===== config.mk =====
export PLATFORM = sky130hd
export DESIGN_NAME = ecc_73_enc_fault_detc
export DESIGN_NICKNAME = d
export VERILOG_FILES = /design/src/rtl/ecc_73_pkg.sv /design/src/rtl/ecc_73_enc.sv /design/src/rtl/ecc_73_enc_fault_detc.sv
export SDC_FILE = /design/constraint.sdc
export NUM_CORES = 1
export LEC_CHECK = 0
export ABC_AREA = 1
export CAP_MARGIN = 10
export CORE_MARGIN = 3
export CORE_UTILIZATION = 54
export DETAILED_ROUTE_END_ITERATION = 7
export HOLD_SLACK_MARGIN = 0.12
export PLACE_DENSITY_LB_ADDON = 0.05
export SKIP_LAST_GASP = 1
export SLEW_MARGIN = 20
export SYNTH_ARGS = -nofsm -noshare
export SYNTH_HDL_FRONTEND = slang
export SYNTH_SLANG_ARGS = --single-unit
export TNS_END_PERCENT = 30

===== constraint.sdc =====
create_clock -name clk -period 3.16 [get_ports clk]
set_input_delay 0.632 -clock clk [delete_from_list [all_inputs] [get_ports clk]]
set_output_delay 0.632 -clock clk [all_outputs]
set_load 0.02 [all_outputs]

===== src/rtl/ecc_73_pkg.sv =====
// Shared constants for the 73-bit SECDED write encoder and read decoder.
// Column masks map each data bit to its Hamming codeword position.
package ecc_73_pkg;

    localparam int DATA_WIDTH   = 73;
    localparam int PARITY_WIDTH = 8;
    localparam int CNT_WIDTH    = 8;
    localparam int HAM_BITS     = 7;

    typedef logic [HAM_BITS-1:0][DATA_WIDTH-1:0] col_masks_t;

    // Data bit k sits at the k-th non-power-of-two position, starting at 3.
    function automatic col_masks_t build_masks();
        col_masks_t m;
        int pos;
        m   = '0;
        pos = 1;
        for (int k = 0; k < DATA_WIDTH; k++) begin
            while ((pos & (pos - 1)) == 0) pos++;
            for (int i = 0; i < HAM_BITS; i++) begin
                if (pos[i]) m[i][k] = 1'b1;
            end
            pos++;
        end
        return m;
    endfunction

    localparam col_masks_t COL_MASKS = build_masks();

    localparam logic [PARITY_WIDTH-1:0] POISON_MASK = 8'h03;

    localparam logic [DATA_WIDTH-1:0] INJ_SBIT_MASK = 73'h1;
    localparam logic [DATA_WIDTH-1:0] INJ_DBIT_MASK = 73'h3;

endpackage


===== src/rtl/ecc_73_enc.sv =====
// Combinational SECDED parity generator for one 73-bit word.
// Seven Hamming bits plus an overall parity bit on top.
module ecc_73_enc
    import ecc_73_pkg::*;
(
    input  logic [DATA_WIDTH-1:0]   data,
    output logic [PARITY_WIDTH-1:0] parity
);

    logic [HAM_BITS-1:0] ham;

    always_comb begin
        ham = '0;
        for (int i = 0; i < HAM_BITS; i++) begin
            ham[i] = ^(data & COL_MASKS[i]);
        end
    end

    assign parity = {(^data) ^ (^ham), ham};

endmodule


===== src/rtl/ecc_73_enc_fault_detc.sv =====
// Write-side SECDED encoder with duplicated parity generation,
// mismatch poisoning/counting and one-shot error injection.
module ecc_73_enc_fault_detc
    import ecc_73_pkg::*;
(
    input  logic                    clk,
    input  logic                    rst,
    input  logic                    ecc_fault_detc_en,
    input  logic                    bypass,
    input  logic                    in_valid,
    output logic                    in_ready,
    input  logic [DATA_WIDTH-1:0]   data_in,
    output logic                    out_valid,
    input  logic                    out_ready,
    output logic [DATA_WIDTH-1:0]   data_out,
    output logic [PARITY_WIDTH-1:0] parity_out,
    output logic                    ecc_fault,
    output logic                    ecc_fault_sticky,
    output logic [CNT_WIDTH-1:0]    fault_cnt,
    input  logic                    fault_clr,
    input  logic                    inj_sbit,
    input  logic                    inj_dbit
);

    logic [PARITY_WIDTH-1:0] par0;
    logic [PARITY_WIDTH-1:0] par1;
    logic [DATA_WIDTH-1:0]   inj_mask;
    logic                    accept;
    logic                    fault_now;
    logic                    consume;
    logic                    arm_s;
    logic                    arm_d;

    // Two copies must survive synthesis so a single upset is observable.
    (* keep *) ecc_73_enc u0 (.data(data_in), .parity(par0));
    (* keep *) ecc_73_enc u1 (.data(data_in), .parity(par1));

    assign in_ready  = ~out_valid | out_ready;
    assign accept    = in_valid & in_ready;
    assign fault_now = ecc_fault_detc_en & ~bypass & (par0 != par1);
    assign consume   = accept & ~bypass;

    always_comb begin
        inj_mask = '0;
        if (!bypass) begin
            if (arm_d)      inj_mask = INJ_DBIT_MASK;
            else if (arm_s) inj_mask = INJ_SBIT_MASK;
        end
    end

    always_ff @(posedge clk) begin
        if (rst) begin
            out_valid  <= 1'b0;
            data_out   <= '0;
            parity_out <= '0;
            ecc_fault  <= 1'b0;
        end else if (accept) begin
            out_valid  <= 1'b1;
            data_out   <= data_in ^ inj_mask;
            parity_out <= bypass ? '0
                        : par0 ^ (fault_now ? POISON_MASK : '0);
            ecc_fault  <= fault_now;
        end else if (out_ready) begin
            out_valid  <= 1'b0;
            ecc_fault  <= 1'b0;
        end
    end

    // A pulse on the consuming cycle re-arms for the following beat.
    always_ff @(posedge clk) begin
        if (rst) begin
            arm_s <= 1'b0;
            arm_d <= 1'b0;
        end else begin
            arm_s <= inj_sbit | (arm_s & ~consume);
            arm_d <= inj_dbit | (arm_d & ~consume);
        end
    end

    always_ff @(posedge clk) begin
        if (rst) begin
            ecc_fault_sticky <= 1'b0;
            fault_cnt        <= '0;
        end else if (fault_clr) begin
            ecc_fault_sticky <= accept & fault_now;
            fault_cnt        <= (accept & fault_now) ? CNT_WIDTH'(1) : '0;
        end else if (accept & fault_now) begin
            ecc_fault_sticky <= 1'b1;
            if (fault_cnt != '1) fault_cnt <= fault_cnt + CNT_WIDTH'(1);
        end
    end

endmodule


==> qor.yml, run 1 <==
run_status:
  status: "finished clean"
setup_path:
  critPathTopFamily: "simple AND/OR/NAND/NOR gates"
  r2r-end: "data_out[0]$_SDFFE_PP0P_"
  r2r_start: "out_valid$_SDFFE_PP0P_"
  crit_chain: "clkdlybuf4s50_1, buf_4, nand2_1, inv_1, nor2_1, nand2_1, nand3_1, nand2_1, nand2_1, nand2_1, nand2_1, nand2_1, nand3_1, nand2_1, nand2_2, nand2_2, inv_2, nand2_2, nand2_1, nand2_1, nand2_1, nand2_1, nand3_2, a21oi_2"
  critPathMaxStageDelay_ps: 580
  required_ps: 3450
  cp_max_fo: 8
  worst_path_max_delay_cell: "clkdlybuf4s50_1"
  startpoint_type: "primary input"
  crit_path_frequent_cell: "nand2_1"
  reg2reg_setup_slack_ps: 1770
  worst-path-buf-inv: 4
  worstPathArrival_ps: 3030
  rr_worst_depth: 7
  worst_setup_path_end_kind: "register"
  critPathKind: "in -> reg"
detailed_routing:
  drt_iter0_markers: 421
  wl_mm: 17.3
  route.detailed.drc: 0
  wl_per_cell_um: 12.0
  viasPerCell: 5.00
  routed-via-count: 7205
  firstDrtPassIters: 5
  ant_nets: 0
placement:
  place_congestion: 0.877
  place_hpwl_mm: 13.3
  numPortBuffers: 162
global_route:
  grt_max_degree: 80
  grt_antenna_before_repair: 0
  grt_overflow: 0
  grt_pass1_vias: 6367
  grt_usage_pct: 26.4
  grt_pass1_wl_mm: 28.7
finish:
  diodes: 0
  area_delta_synth_final_pct: 30.1
  multi_input_area_um2: 4110
  drive_above_1_share_pct: 5.08
  seqCellArea_um2: 1680
  nets: 1376
  nFillCells: 1043
synthesis:
  synth_area_um2: 6470
  synth_area_leaders: "nand2_1, dfxtp_1, nand3_1, inv_1, o21ai_0"
  synthFlopType: "dfxtp_1"
  synth_top_area_cell: "nand2_1"
  syn_area_per_cell_um2: 5.64
  syn_inst: 1148
  ys_types: 28
  yosysTopAreaCellShare_pct: 29.7
  ys_async_sr_fraction_pct: 0
  synth_commonest_cells: "nand2_1, inv_1, nand3_1"
  seq_area_frac_synth_pct: 26.0
  ys_warn_count: 0
  ys_seq_elements: 84
  yosysMostFrequentCell: "nand2_1"
  synth_edf_count: 0
floorplanning:
  ios: 175
  rows: 39
  die_x_um: 116
  start_util_pct: 56.0
  fp.dieH_um: 116
  core_area_um2: 11600
  die_area_um2: 13300
sta:
  worst_clock_skew_ps: 6.98
  fin_crit_ps: 2740
  slew_violations: 0
  rsz0062_at_grt: "false"
  tns_ps: 0
  setup_viol: 0
  max_freq_mhz: 365
  fin_crit_sh_pct: 86.6
  hold_ws_ps: 465
  finalHoldViolCount: 0
job:
  maxCapViolCount: 0
worst_hold_path:
  min_path_type: "reg -> reg"
  holdPathStages: 2
  whs_endpoint: "parity_out[3]$_SDFFE_PP0P_"
  hp-start: "parity_out[3]$_SDFFE_PP0P_"
clock_tree:
  cts_buffers: 9
  clockBufferDepth: 2
  post_cts_buffers: 0
  clkTransAtPathRegs_ps: 60
  cts_tree: "built"
  cts.sinks: 84
  clk_latency_ps: 350
  hold_buffers: 0
  cts_max_level: 3
  cts_root_buffer: "clkbuf_16"
  cts_resized: 0
power_and_ir_drop:
  p_per_area_nw_per_um2: 454
  vdd_drop_max_uv: 426
  leakage_nw: 4.40
[cell usage in the layout, fill, tap and decap left out, types with 2 or more instances in the layout]
master,synthesis,routed
clkdlybuf4s50_1,0,162
a21oi_1,60,60
o21ai_0,74,74
buf_12,0,2
clkbuf_1,23,2
xor2_1,29,29
conb_1,1,10
nor2_1,60,60
clkinvlp_4,0,2
buf_4,13,8
nand3_1,94,94
inv_1,105,104
clkinv_2,0,3
nand2_1,512,512
nand2_2,18,18
clkbuf_16,0,9
nand3_2,3,3
xnor2_1,37,37
dfxtp_1,84,84
inv_2,16,16
[registers in the layout (all words and copies together), names as in the netlist]
| signal | flops |
|---|---|
| arm_d | 1 |
| arm_s | 1 |
| data_out | 73 |
| parity_out | 8 |
| out_valid | 1 |
[worst max path at each step]
stage,start,cells after the start,slack [ps],end
2_1_floorplan,data_in[47],22,900,parity_out[7]$_SDFFE_PP0P_
3_3_place_gp,data_in[56],23,160,parity_out[7]$_SDFFE_PP0P_
3_5_place_dp,data_in[56],23,120,parity_out[7]$_SDFFE_PP0P_
4_1_cts,data_in[56],23,490,parity_out[7]$_SDFFE_PP0P_
5_1_grt,data_in[63],19,160,parity_out[7]$_SDFFE_PP0P_
6_report,data_in[40],24,420,parity_out[7]$_SDFFE_PP0P_
[worst min-delay path, stage by stage, from the launching register on]
cell and delay, ps:
dfxtp_1 310, nand2_1 60, a21oi_1 50
[cell families (layout without fill, tap and decap cells)]
kind of cell	count (synthesis)	count (layout)	share of synthesized area, %
AND/OR/NAND/NOR	690	690	42.9
buffers and inverters	169	311	11.1
AO/OA/AOI/OAI	137	137	10.7
flip-flops	84	84	26.0
XOR/XNOR	67	67	9.18
other	1	10	0.0579
[layer usage]
| layer | vias up | wire (µm) | share of wire (%) | track usage, % |
|---|---|---|---|---|
| met5 | - | 0 | 0 | 0 |
| met2 | 194 | 7400 | 43 | 40.8 |
| met4 | 0 | 268 | 1.6 | 7.98 |
| li1 | 3833 | - | - | - |
| met1 | 3161 | 8330 | 48 | 36.2 |
| met3 | 17 | 1290 | 7.5 | 6.95 |
[area by class of cell]
cell class,instances,share of cell area [%]
multi-input cells,904,48.7
repair buffers,172,20.4
flip-flops and latches,84,20.0
inverters,123,5.52
clock buffers,12,2.93
well taps,143,2.12
clock inverters,4,0.297
[per-stage QoR]
stage | setup WS [ps] | cells | instance area [µm²] | total power [mW] | utilization (%)
3_3_place_gp | 160 | 1426 | 8160 | 2.80 | 70.5
2_1_floorplan | 899 | 1157 | 6510 | 2.33 | -
4_1_cts | 489 | 1442 | 8430 | 3.85 | 72.9
3_5_place_dp | 122 | 1426 | 8160 | 2.83 | 70.5
6_report | 422 | 1442 | 8430 | 3.83 | 72.9
5_1_grt | 161 | 1442 | 8430 | 4.10 | 72.9
[where the power goes]
group	switching, mW	internal (mW)
registers	0.0423	1.15
logic	0.984	0.644
clock network	0.455	0.552
total	1.48	2.34
Note: power is estimated with default switching activity, not from simulation.
==> run 2, diff against run 1 <==
--- a/config.mk
+++ b/config.mk
@@ -6,9 +6,11 @@
 export NUM_CORES = 1
 export LEC_CHECK = 0
 export ABC_AREA = 1
-export CAP_MARGIN = 10
+export CAP_MARGIN = 15
+export CELL_PAD_IN_SITES_DETAIL_PLACEMENT = 1
+export CELL_PAD_IN_SITES_GLOBAL_PLACEMENT = 2
 export CORE_MARGIN = 3
-export CORE_UTILIZATION = 54
+export CORE_UTILIZATION = 26
 export DETAILED_ROUTE_END_ITERATION = 7
 export HOLD_SLACK_MARGIN = 0.12
 export PLACE_DENSITY_LB_ADDON = 0.05
==> run 2 against run 1 <==
Fmax shrank 1.0%. Clock power grew 21%. Sequential cell count is the same. Sequential share of layout area shrank 1.0 points. Power grew 8.6%. Utilization shrank 36 points. Wire length grew 27%. First-iteration DRC count shrank 47%. Die area grew 100%. Critical endpoint unchanged. Largest cell class unchanged.
==> qor.yml, run 2 (synthesis gave the netlist of run 1 again) <==
sta:
  setup_viol: 0  # unchanged
  rsz0062_at_grt: "false"
  max_freq_mhz: 361  # -1.0%
  tightest_slew_ps: 551
  fin_crit_ps: 2770  # +28.9 ps
  slew_violations: 0  # unchanged
  fin_crit_sh_pct: 87.6  # +0.92 points
  worst_clock_skew_ps: 14.8  # +7.86 ps
  fin_ws_ps: 393  # -28.9 ps
  tns_ps: 0  # unchanged
  max-slew-margin-rel_pct: 63.2
  finalHoldViolCount: 0  # unchanged
finish:
  largest_register_ffs: 73  # unchanged
  layout_common_cells: "nand2_1, clkdlybuf4s50_1, inv_1, nand3_1, dfxtp_1"
  drive_above_1_share_pct: 6.89  # +1.8 points
  final_cells: 1645  # +14%
  top_register: "data_out"
  layout_commonest_cell: "nand2_1"
  nets: 1398  # +1.6%
  diodes: 0  # unchanged
  area_delta_synth_final_pct: 37.2
  postLayoutCoreUtil_pct: 36.4  # -36 points
  reg.largest.list: "data_out: 73 flops, parity_out: 8 flops"
clock_tree:
  cts.sinks: 84  # unchanged
  hold_buffers: 0  # unchanged
  post_cts_buffers: 0  # unchanged
  cts_tree: "built"
  cts_buffers: 9  # unchanged
  cts_max_level: 3  # unchanged
  clockBufferDepth: 2  # unchanged
  clkTransAtPathRegs_ps: 80  # +20 ps
  clk_latency_ps: 360  # about the same
  cts_root_buffer: "clkbuf_16"
  cts_resized: 0  # unchanged
detailed_routing:
  ant_nets: 0  # unchanged
  firstDrtPassIters: 4  # -1
  routed-via-count: 7277  # +1.0%
  viasPerCell: 4.42  # -11%
  wl_mm: 22.0  # +27%
  wl_per_cell_um: 13.3  # +11%
  route.detailed.drc: 0  # unchanged
  drt_iter0_markers: 222  # -47%
setup_path:
  worstPathArrival_ps: 3060  # +30 ps
  required_ps: 3460  # about the same
  startpoint: "data_in[55]"
  worst_setup_path_end_kind: "register"
  crit_end: "parity_out[7]$_SDFFE_PP0P_"
  critPathKind: "in -> reg"
  cp_max_fo: 5  # -3
  rr_worst_depth: 6  # -1
  startpoint_type: "primary input"
  r2r-end: "data_out[35]$_SDFFE_PP0P_"
  r2r_start: "out_valid$_SDFFE_PP0P_"
  reg2reg_setup_slack_ps: 1660  # -110 ps
floorplanning:
  ios: 175  # unchanged
  core_area_um2: 24400  # +110%
  rows: 57  # +46%
  die_x_um: 164  # +42%
  die_area_um2: 26800  # +100%
  start_util_pct: 26.5  # -29 points
  fp.dieH_um: 164  # +42%
power_and_ir_drop:
  leakage_nw: 4.54  # +3.2%
  finalPower_mw: 4.16  # +8.6%
  vdd_drop_max_uv: 219  # -49%
  p_per_area_nw_per_um2: 468  # +3.0%
global_route:
  grt_antenna_before_repair: 0  # unchanged
  grt_overflow: 0  # unchanged
  grt_pass1_vias: 7231  # +14%
  grt_usage_pct: 16.8  # -9.6 points
  grt_max_degree: 75  # -6.3%
  grt_pass1_wl_mm: 36.7  # +28%
placement:
  dp_cells: 1629  # +14%
  dpl_worst_slack_ps: -8.72  # -131 ps
  numPortBuffers: 162  # unchanged
  place_hpwl_mm: 17.7  # +33%
  place_congestion: 0.739  # -16%
job:
  maxCapViolCount: 0  # unchanged
run_status:
  status: "finished clean"
worst_hold_path:
  min_path_type: "reg -> reg"
## run 2: cell types whose count changed in the layout (fill, tap and decap cells not counted)
cell        previous run  this run
bufinv_16              0         2
inv_6                  0         1
inv_2                 16        17
buf_4                  8        30
clkinv_4               0         3
clkinvlp_4             2         0
clkinv_1               1         0
clkinv_2               3         1
clkbuf_1               2         0
## run 2: critical path: stages
cell and delay (ps):
clkdlybuf4s50_1 590, inv_2 100, nand2_1 70, nand2_1 110, nand2_1 80, nand2_1 90
nand2_1 160, nand2_1 70, nand2_1 80, nand2_1 60, nand2_1 50, nand2_1 80
nor2_1 140, inv_1 50, nand2_1 70, nand2_1 70, nand2_1 70, nand2_2 60
nand3_1 110, nand2_1 70, nand2_1 70, nand3_2 60, a21oi_2 120
## run 2: report_power, final
part / total, mW / switching (mW) / internal [mW]
registers: 1.19 / 0.0426 / 1.15
logic: 1.74 / 1.05 / 0.689
clock network: 1.22 / 0.502 / 0.723
## run 2: how the worst min path moves through the flow
stage	startpoint	to	cells after the start	slack, ps
after floorplan	arm_s$_SDFF_PP0_	arm_s$_SDFF_PP0_	2	450
after global placement	parity_out[4]$_SDFFE_PP0P_	parity_out[4]$_SDFFE_PP0P_	2	450
after detailed placement	parity_out[1]$_SDFFE_PP0P_	parity_out[1]$_SDFFE_PP0P_	2	460
after CTS	parity_out[1]$_SDFFE_PP0P_	parity_out[1]$_SDFFE_PP0P_	2	470
after global routing	parity_out[4]$_SDFFE_PP0P_	parity_out[4]$_SDFFE_PP0P_	2	480
final	parity_out[1]$_SDFFE_PP0P_	parity_out[1]$_SDFFE_PP0P_	2	470
## run 2: cell type report
type	count	area, µm²
clock buffers	10	239
clock inverters	6	95.1
fillers	3299	15500
inverters	123	465
multi-input cells	904	4110
flip-flops and latches	84	1680
well taps	324	405
repair buffers	194	1890
## run 2: routing by layer
metal	GRT usage (%)	up-vias	routed length, µm
met5	0	-	0
met4	3.58	0	200
met3	2.80	12	1040
met2	26.8	115	9380
met1	23.8	3291	11300
li1	-	3859	-
## run 2: per-stage QoR
step                hold WS, ps  cell area, µm²
finish                      467            8880
global route                481            8880
CTS                         469            8880
detailed placement          458            8550
global placement            455            8550
floorplan                   450            6510
